--- src/rtl/piso_pkg.sv ---
// piso_pkg: shared state encoding, frame length and counter sizing for the PISO sequencer (PISO_TX_PARITY_EN adds a parity bit)
package piso_pkg;

   typedef enum logic [1:0] {IDLE = 2'd0, SHIFT = 2'd1, GAP = 2'd2} state_t;

`ifdef PISO_TX_PARITY_EN
   localparam int PAR_BITS = 1;
`else
   localparam int PAR_BITS = 0;
`endif

   function automatic int frame_len(input int n);
      return n + PAR_BITS;
   endfunction

   function automatic int cnt_width(input int n);
      return $clog2(n + 1);
   endfunction

endpackage

--- src/rtl/piso_shifter.sv ---
// piso_shifter: N-bit load/shift-left register presenting its MSB as the serial bit
module piso_shifter #(
   parameter int N = 4
) (
   input  logic         clk,
   input  logic         reset,
   input  logic         en,
   input  logic         shift_nload,
   input  logic [N-1:0] par_in,
   output logic         serial_out
);

   logic [N-1:0] sh_q, sh_d;

   // hold, shift left with zero fill, or load a fresh word
   always_comb sh_d = !en ? sh_q : shift_nload ? {sh_q[N-2:0], 1'b0} : par_in;

   // shift register state, cleared by reset
   always_ff @(posedge clk or negedge reset)
      if (!reset) sh_q <= '0;
      else        sh_q <= sh_d;

   assign serial_out = sh_q[N-1];

endmodule

--- src/rtl/piso_tx_sequencer.sv ---
// piso_tx_sequencer: valid/ready word intake, MSB-first serialization with frame markers and optional gap (PISO_TX_PARITY_EN appends even parity)
module piso_tx_sequencer
   import piso_pkg::*;
#(
   parameter int N          = 4,
   parameter int GAP_CYCLES = 0
) (
   input  logic         clk,
   input  logic         reset,
   input  logic         in_valid,
   output logic         in_ready,
   input  logic [N-1:0] in_data,
   output logic         ser_out,
   output logic         ser_valid,
   output logic         ser_first,
   output logic         busy,
   output logic         done
);

   localparam int FL = frame_len(N);
   localparam int CW = cnt_width(N);

   state_t          state_q, state_d;
   logic [CW-1:0]   cnt_q, cnt_d;
   logic [3:0]      gap_q, gap_d;
   logic            accept, last, msb;

   assign last      = (state_q == SHIFT) && (cnt_q == CW'(FL - 1));
   assign in_ready  = (state_q == IDLE) || (last && GAP_CYCLES == 0);
   assign accept    = in_valid && in_ready;
   assign ser_valid = (state_q == SHIFT);
   assign ser_first = ser_valid && (cnt_q == '0);
   assign busy      = (state_q != IDLE);
   assign done      = last;

`ifdef PISO_TX_PARITY_EN
   logic par_q, par_d;

   // parity of the accepted word, captured alongside the load
   always_comb par_d = accept ? ^in_data : par_q;

   // parity register
   always_ff @(posedge clk or negedge reset)
      if (!reset) par_q <= 1'b0;
      else        par_q <= par_d;

   assign ser_out = ser_valid && (last ? par_q : msb);
`else
   assign ser_out = ser_valid && msb;
`endif

   // next state: accept wins, then frame end, then bit and gap counting
   always_comb begin
      state_d = state_q;
      cnt_d   = cnt_q;
      gap_d   = gap_q;
      if (accept) begin
         state_d = SHIFT;
         cnt_d   = '0;
      end else if (last) begin
         state_d = (GAP_CYCLES > 0) ? GAP : IDLE;
         gap_d   = '0;
      end else if (state_q == SHIFT) begin
         cnt_d = cnt_q + 1'b1;
      end else if (state_q == GAP) begin
         gap_d   = gap_q + 4'd1;
         state_d = (gap_q == 4'(GAP_CYCLES - 1)) ? IDLE : GAP;
      end
   end

   // state, bit counter and gap counter registers
   always_ff @(posedge clk or negedge reset)
      if (!reset) begin
         state_q <= IDLE;
         cnt_q   <= '0;
         gap_q   <= '0;
      end else begin
         state_q <= state_d;
         cnt_q   <= cnt_d;
         gap_q   <= gap_d;
      end

   piso_shifter #(.N(N)) u_shifter (
      .clk        (clk),
      .reset      (reset),
      .en         (accept || state_q == SHIFT),
      .shift_nload(!accept),
      .par_in     (in_data),
      .serial_out (msb)
   );

endmodule

--- config.mk ---
export PLATFORM = sky130hd
export DESIGN_NAME = piso_tx_sequencer
export DESIGN_NICKNAME = d
export VERILOG_FILES = /design/src/rtl/piso_pkg.sv /design/src/rtl/piso_shifter.sv /design/src/rtl/piso_tx_sequencer.sv
export SDC_FILE = /design/constraint.sdc
export NUM_CORES = 1
export LEC_CHECK = 0
export BUFFER_PORTS_ARGS = -buffer_cell sky130_fd_sc_hd__buf_2
export CAP_MARGIN = 20
export CORE_MARGIN = 1
export CORE_UTILIZATION = 47
export CTS_BUF_LIST = sky130_fd_sc_hd__clkbuf_16
export DETAILED_ROUTE_END_ITERATION = 7
export PLACE_DENSITY_LB_ADDON = 0.15
export SLEW_MARGIN = 20
export SYNTH_ARGS = -nofsm -noshare
export SYNTH_HDL_FRONTEND = slang
export SYNTH_SLANG_ARGS = --single-unit
--- constraint.sdc ---
create_clock -name clk -period 1.4 [get_ports clk]
set_input_delay 0.14 -clock clk [delete_from_list [all_inputs] [get_ports clk]]
set_output_delay 0.14 -clock clk [all_outputs]
set_load 0.005 [all_outputs]
==> impl_results.rst <==
.. list-table::
   :header-rows: 1

   * - Metric
     - Value
   * - Launching instance or port of the critical path
     - cnt_q[1]
   * - Largest net degree at the start of global routing
     - 14
   * - Maximum clock frequency
     - 655 MHz
   * - Hold Fails Final Rpt
     - 0
   * - # IOs
     - 13
   * - Minimum hold slack
     - 0.129 ns
   * - Worst reg2reg setup slack
     - -0.13 ns
   * - Row count
     - 13
   * - Core outline area
     - 1370 um2
   * - Clock sinks
     - 13
   * - Net switching power
     - 0.706 mW
   * - Crit path capture type
     - flip-flop
   * - Area growth from synthesis to layout
     - 50.3%
   * - Actual transition at the worst max-transition pin
     - 0.327 ns
   * - Seq pwr share
     - 26.0%
   * - Class of the worst hold path
     - input pin to flip-flop
   * - Final critical-path setup slack
     - -0.126 ns
   * - Remaining Overflow, GRT
     - 0
   * - Starting Density
     - 53.2%
   * - Ratio of final minimum period to clock period
     - 109%
   * - Launching point of the worst reg2reg path
     - cnt_q[1]
   * - FFs w/ async S/R, synth
     - 100%
   * - WP data required
     - 1.52 ns
   * - Data arrival time of the critical path
     - 1.64 ns
   * - RSZ-0062 raised after global routing
     - true
   * - Vias per std cell
     - 5.36
   * - Diodes inserted
     - 0
   * - Slew Limit Headroom
     - 78.1%
   * - Wire length of the first global-routing pass
     - 2290 um
   * - Leading cell types by count after synthesis
     - sky130_fd_sc_hd__dfrtp_1 (13), sky130_fd_sc_hd__nor2_1 (6), sky130_fd_sc_hd__inv_1 (5), sky130_fd_sc_hd__o21ai_0 (5)
   * - Overall routing resource usage
     - 22.7%
   * - Post-synth cell types
     - 27
   * - Overall power after layout
     - 2.23 mW
   * - Chip Height
     - 41.3 um
   * - Internal Pwr Total
     - 1.52 mW
   * - Yosys warnings
     - 0
   * - Maximum Capacitance Violations
     - 0
   * - Clk root buf
     - sky130_fd_sc_hd__clkbuf_16
   * - Clock tree from TritonCTS
     - yes
   * - Most used flip-flop cell after synthesis
     - sky130_fd_sc_hd__dfrtp_1
   * - Vias in the first global route
     - 527
   * - Number of input and output port buffers inserted
     - 12
   * - Post-layout instance count excluding filler cells
     - 115
   * - Total DRC errors in the routed layout
     - 0
   * - Final standard cell area without fillers
     - 1090 um2
   * - Number of violations reported at the end of detailed-routing iteration 0
     - 9
   * - Tmin final
     - 1.53 ns
   * - Setup violators final
     - 10
   * - PwrDens
     - 2040 nW/um2
   * - Sequential cell area fraction in the yosys report
     - 44.8%
   * - Total CTS buffers
     - 3
   * - Cell area after synthesis
     - 727 um2
   * - CTS H-Tree Depth
     - 1
   * - Count of placed standard cells including taps
     - 103
   * - Buffer levels on the longest clock path
     - 2
   * - Largest fanout of any net on the critical path
     - 5
   * - Chip Width
     - 41.3 um
   * - Cell leakage power
     - 0.548 nW
   * - Portion of total power attributed to combinational logic
     - 50.4%
   * - Hold_sp
     - in_data[3]
   * - Net count reported at finish
     - 112
   * - Clock skew after layout
     - 0.00267 ns
   * - Sw Share
     - 31.7%
   * - Wirelength per Cell
     - 15.1 um
   * - Number of detailed-route iterations in the first pass
     - 4
   * - Remaining antenna violation count
     - 0
   * - EDFF count, synth
     - 0
   * - Worst Path Class, Setup
     - flip-flop to flip-flop
   * - Biggest area contributors in the synthesized netlist
     - sky130_fd_sc_hd__dfrtp_1 (45%), sky130_fd_sc_hd__ha_1 (6.9%), sky130_fd_sc_hd__mux2_4 (6.2%)
   * - HPWL Detailed
     - 1030 um
   * - Syn_nets
     - 81
   * - Post-synthesis cell count
     - 70
   * - Syn avg cell area
     - 10.4 um2
   * - Share of final-layout standard cells stronger than drive strength 1
     - 51.0%
   * - Area of the die
     - 1710 um2
   * - Routability cong.
     - 0.808
   * - Clk network pwr share
     - 23.6%
   * - Routed WL
     - 1740 um
   * - Clock insertion delay at the later pin of the skew report
     - 0.24 ns
   * - Violations in the final reports
     - negative setup slack
   * - Largest area contributor in the netlist
     - sky130_fd_sc_hd__dfrtp_1
   * - Share of the synthesized area in the top cell type
     - 44.8%
   * - Number of antenna violations at the first check in global routing
     - 0
   * - Total number of vias
     - 616
   * - Worst vdd rail ir drop
     - 0.00133 V
   * - Outcome
     - finished with violations
   * - Clock-pin slew of the registers on the worst-case setup and hold paths
     - 0.04 ns
   * - Startpoint types
     - flip-flop
   * - Placed cell area
     - 883 um2
   * - FF+latch count, synth
     - 13
   * - Leading cell type by number of instances after synthesis
     - sky130_fd_sc_hd__dfrtp_1
   * - Number of slew-limit violations in the final report
     - 0
[per-stage QoR]
step / setup TNS, ns / setup slack [ns] / util (%)
final: -0.820 / -0.126 / 79.9
after global placement: -0.103 / -0.0270 / 64.7
after CTS: -0.626 / -0.112 / 75.6
after detailed placement: -0.151 / -0.0492 / 64.7
after floorplan: 0 / 0.0168 / -
after global routing: -1.47 / -0.169 / 79.9
[registers in the layout, summed over array words and instances, names as in the netlist]
register,count
cnt_q,3
gap_q,4
state_q,2
u_shifter.sh_q,4
[cells in the final DEF (no fill, tap or decap), types with 2 or more instances in the layout]
master                      Yosys  layout
sky130_fd_sc_hd__buf_2          1      11
sky130_fd_sc_hd__nand2b_1       3       2
sky130_fd_sc_hd__nor2_1         6       4
sky130_fd_sc_hd__buf_6          1       6
sky130_fd_sc_hd__mux2_4         3       6
sky130_fd_sc_hd__buf_4          0       9
sky130_fd_sc_hd__clkbuf_16      0       3
sky130_fd_sc_hd__mux2i_1        3       3
sky130_fd_sc_hd__o21ai_1        2       2
sky130_fd_sc_hd__o21ai_0        5       5
sky130_fd_sc_hd__inv_1          5       4
sky130_fd_sc_hd__nor2_2         1       2
sky130_fd_sc_hd__inv_2          1       2
sky130_fd_sc_hd__dfrtp_1       13      13
sky130_fd_sc_hd__ha_2           0       2
sky130_fd_sc_hd__nand2_1        4       4
sky130_fd_sc_hd__a21oi_1        3       3
[routing by layer]
metal | vias to the layer above | global-route usage, % | part of all wire [%]
li1 | 304 | - | -
met1 | 296 | 24.8 | 45
met2 | 14 | 39.5 | 51
met3 | 2 | 6.38 | 2.9
met4 | 0 | 12.1 | 0.63
met5 | - | 0 | 0
[cells by family (layout without fill, tap and decap cells)]
family | Yosys count | count (layout) | synth area share [%]
simple gates | 23 | 23 | 17.7
mux | 9 | 9 | 15.0
buf+inv | 8 | 38 | 5.33
fa+ha+maj | 4 | 4 | 6.88
compound gates | 13 | 13 | 10.3
flops | 13 | 13 | 44.8
[worst paths after layout]
kind                                     end  cells past startpoint
setup / recovery           u_shifter.sh_q[1]                      6
hold / removal             u_shifter.sh_q[3]                      2
setup reg to reg           u_shifter.sh_q[1]                      6
hold reg to reg                     gap_q[3]                      1
max in group asynchronous         state_q[1]                      2
min in group asynchronous           cnt_q[0]                      2
[power groups by stage]
stage / Sequential [mW] / Clock, mW / Combinational (mW)
2_1_floorplan: 0.565 / 0 / 0.531
3_3_place_gp: 0.573 / 0 / 0.764
3_5_place_dp: 0.576 / 0 / 0.792
4_1_cts: 0.576 / 0.536 / 0.953
5_1_grt: 0.588 / 0.558 / 1.25
6_report: 0.578 / 0.526 / 1.12
[area by class of cell]
cell class                 count  area, um2
clock inverter                 1       3.75
inverter                       6       25.0
fill                          80        274
sequential                    13        325
tap                           15       18.8
clock buffer                   3       75.1
multi-input combinational     49        424
timing repair buffer          28        220
[timing repair]
action | in CTS | in global routing
pin swaps | 2 | 1
gates resized for setup | 9 | 8
endpoints found under the setup margin | 8 | 12
hold buffers | 1 | 0
buffers inserted | 4 | 3
hold endpoints to repair | 13 | 0
[critical path, stage by stage, from the launching register on]
cell and delay [ns]:
sky130_fd_sc_hd__dfrtp_1 0.36, sky130_fd_sc_hd__ha_2 0.20, sky130_fd_sc_hd__ha_4 0.17, sky130_fd_sc_hd__nor2b_4 0.05, sky130_fd_sc_hd__buf_6 0.11, sky130_fd_sc_hd__nor2_4 0.19, sky130_fd_sc_hd__mux2_4 0.33
(Power assumes the default switching activity.)
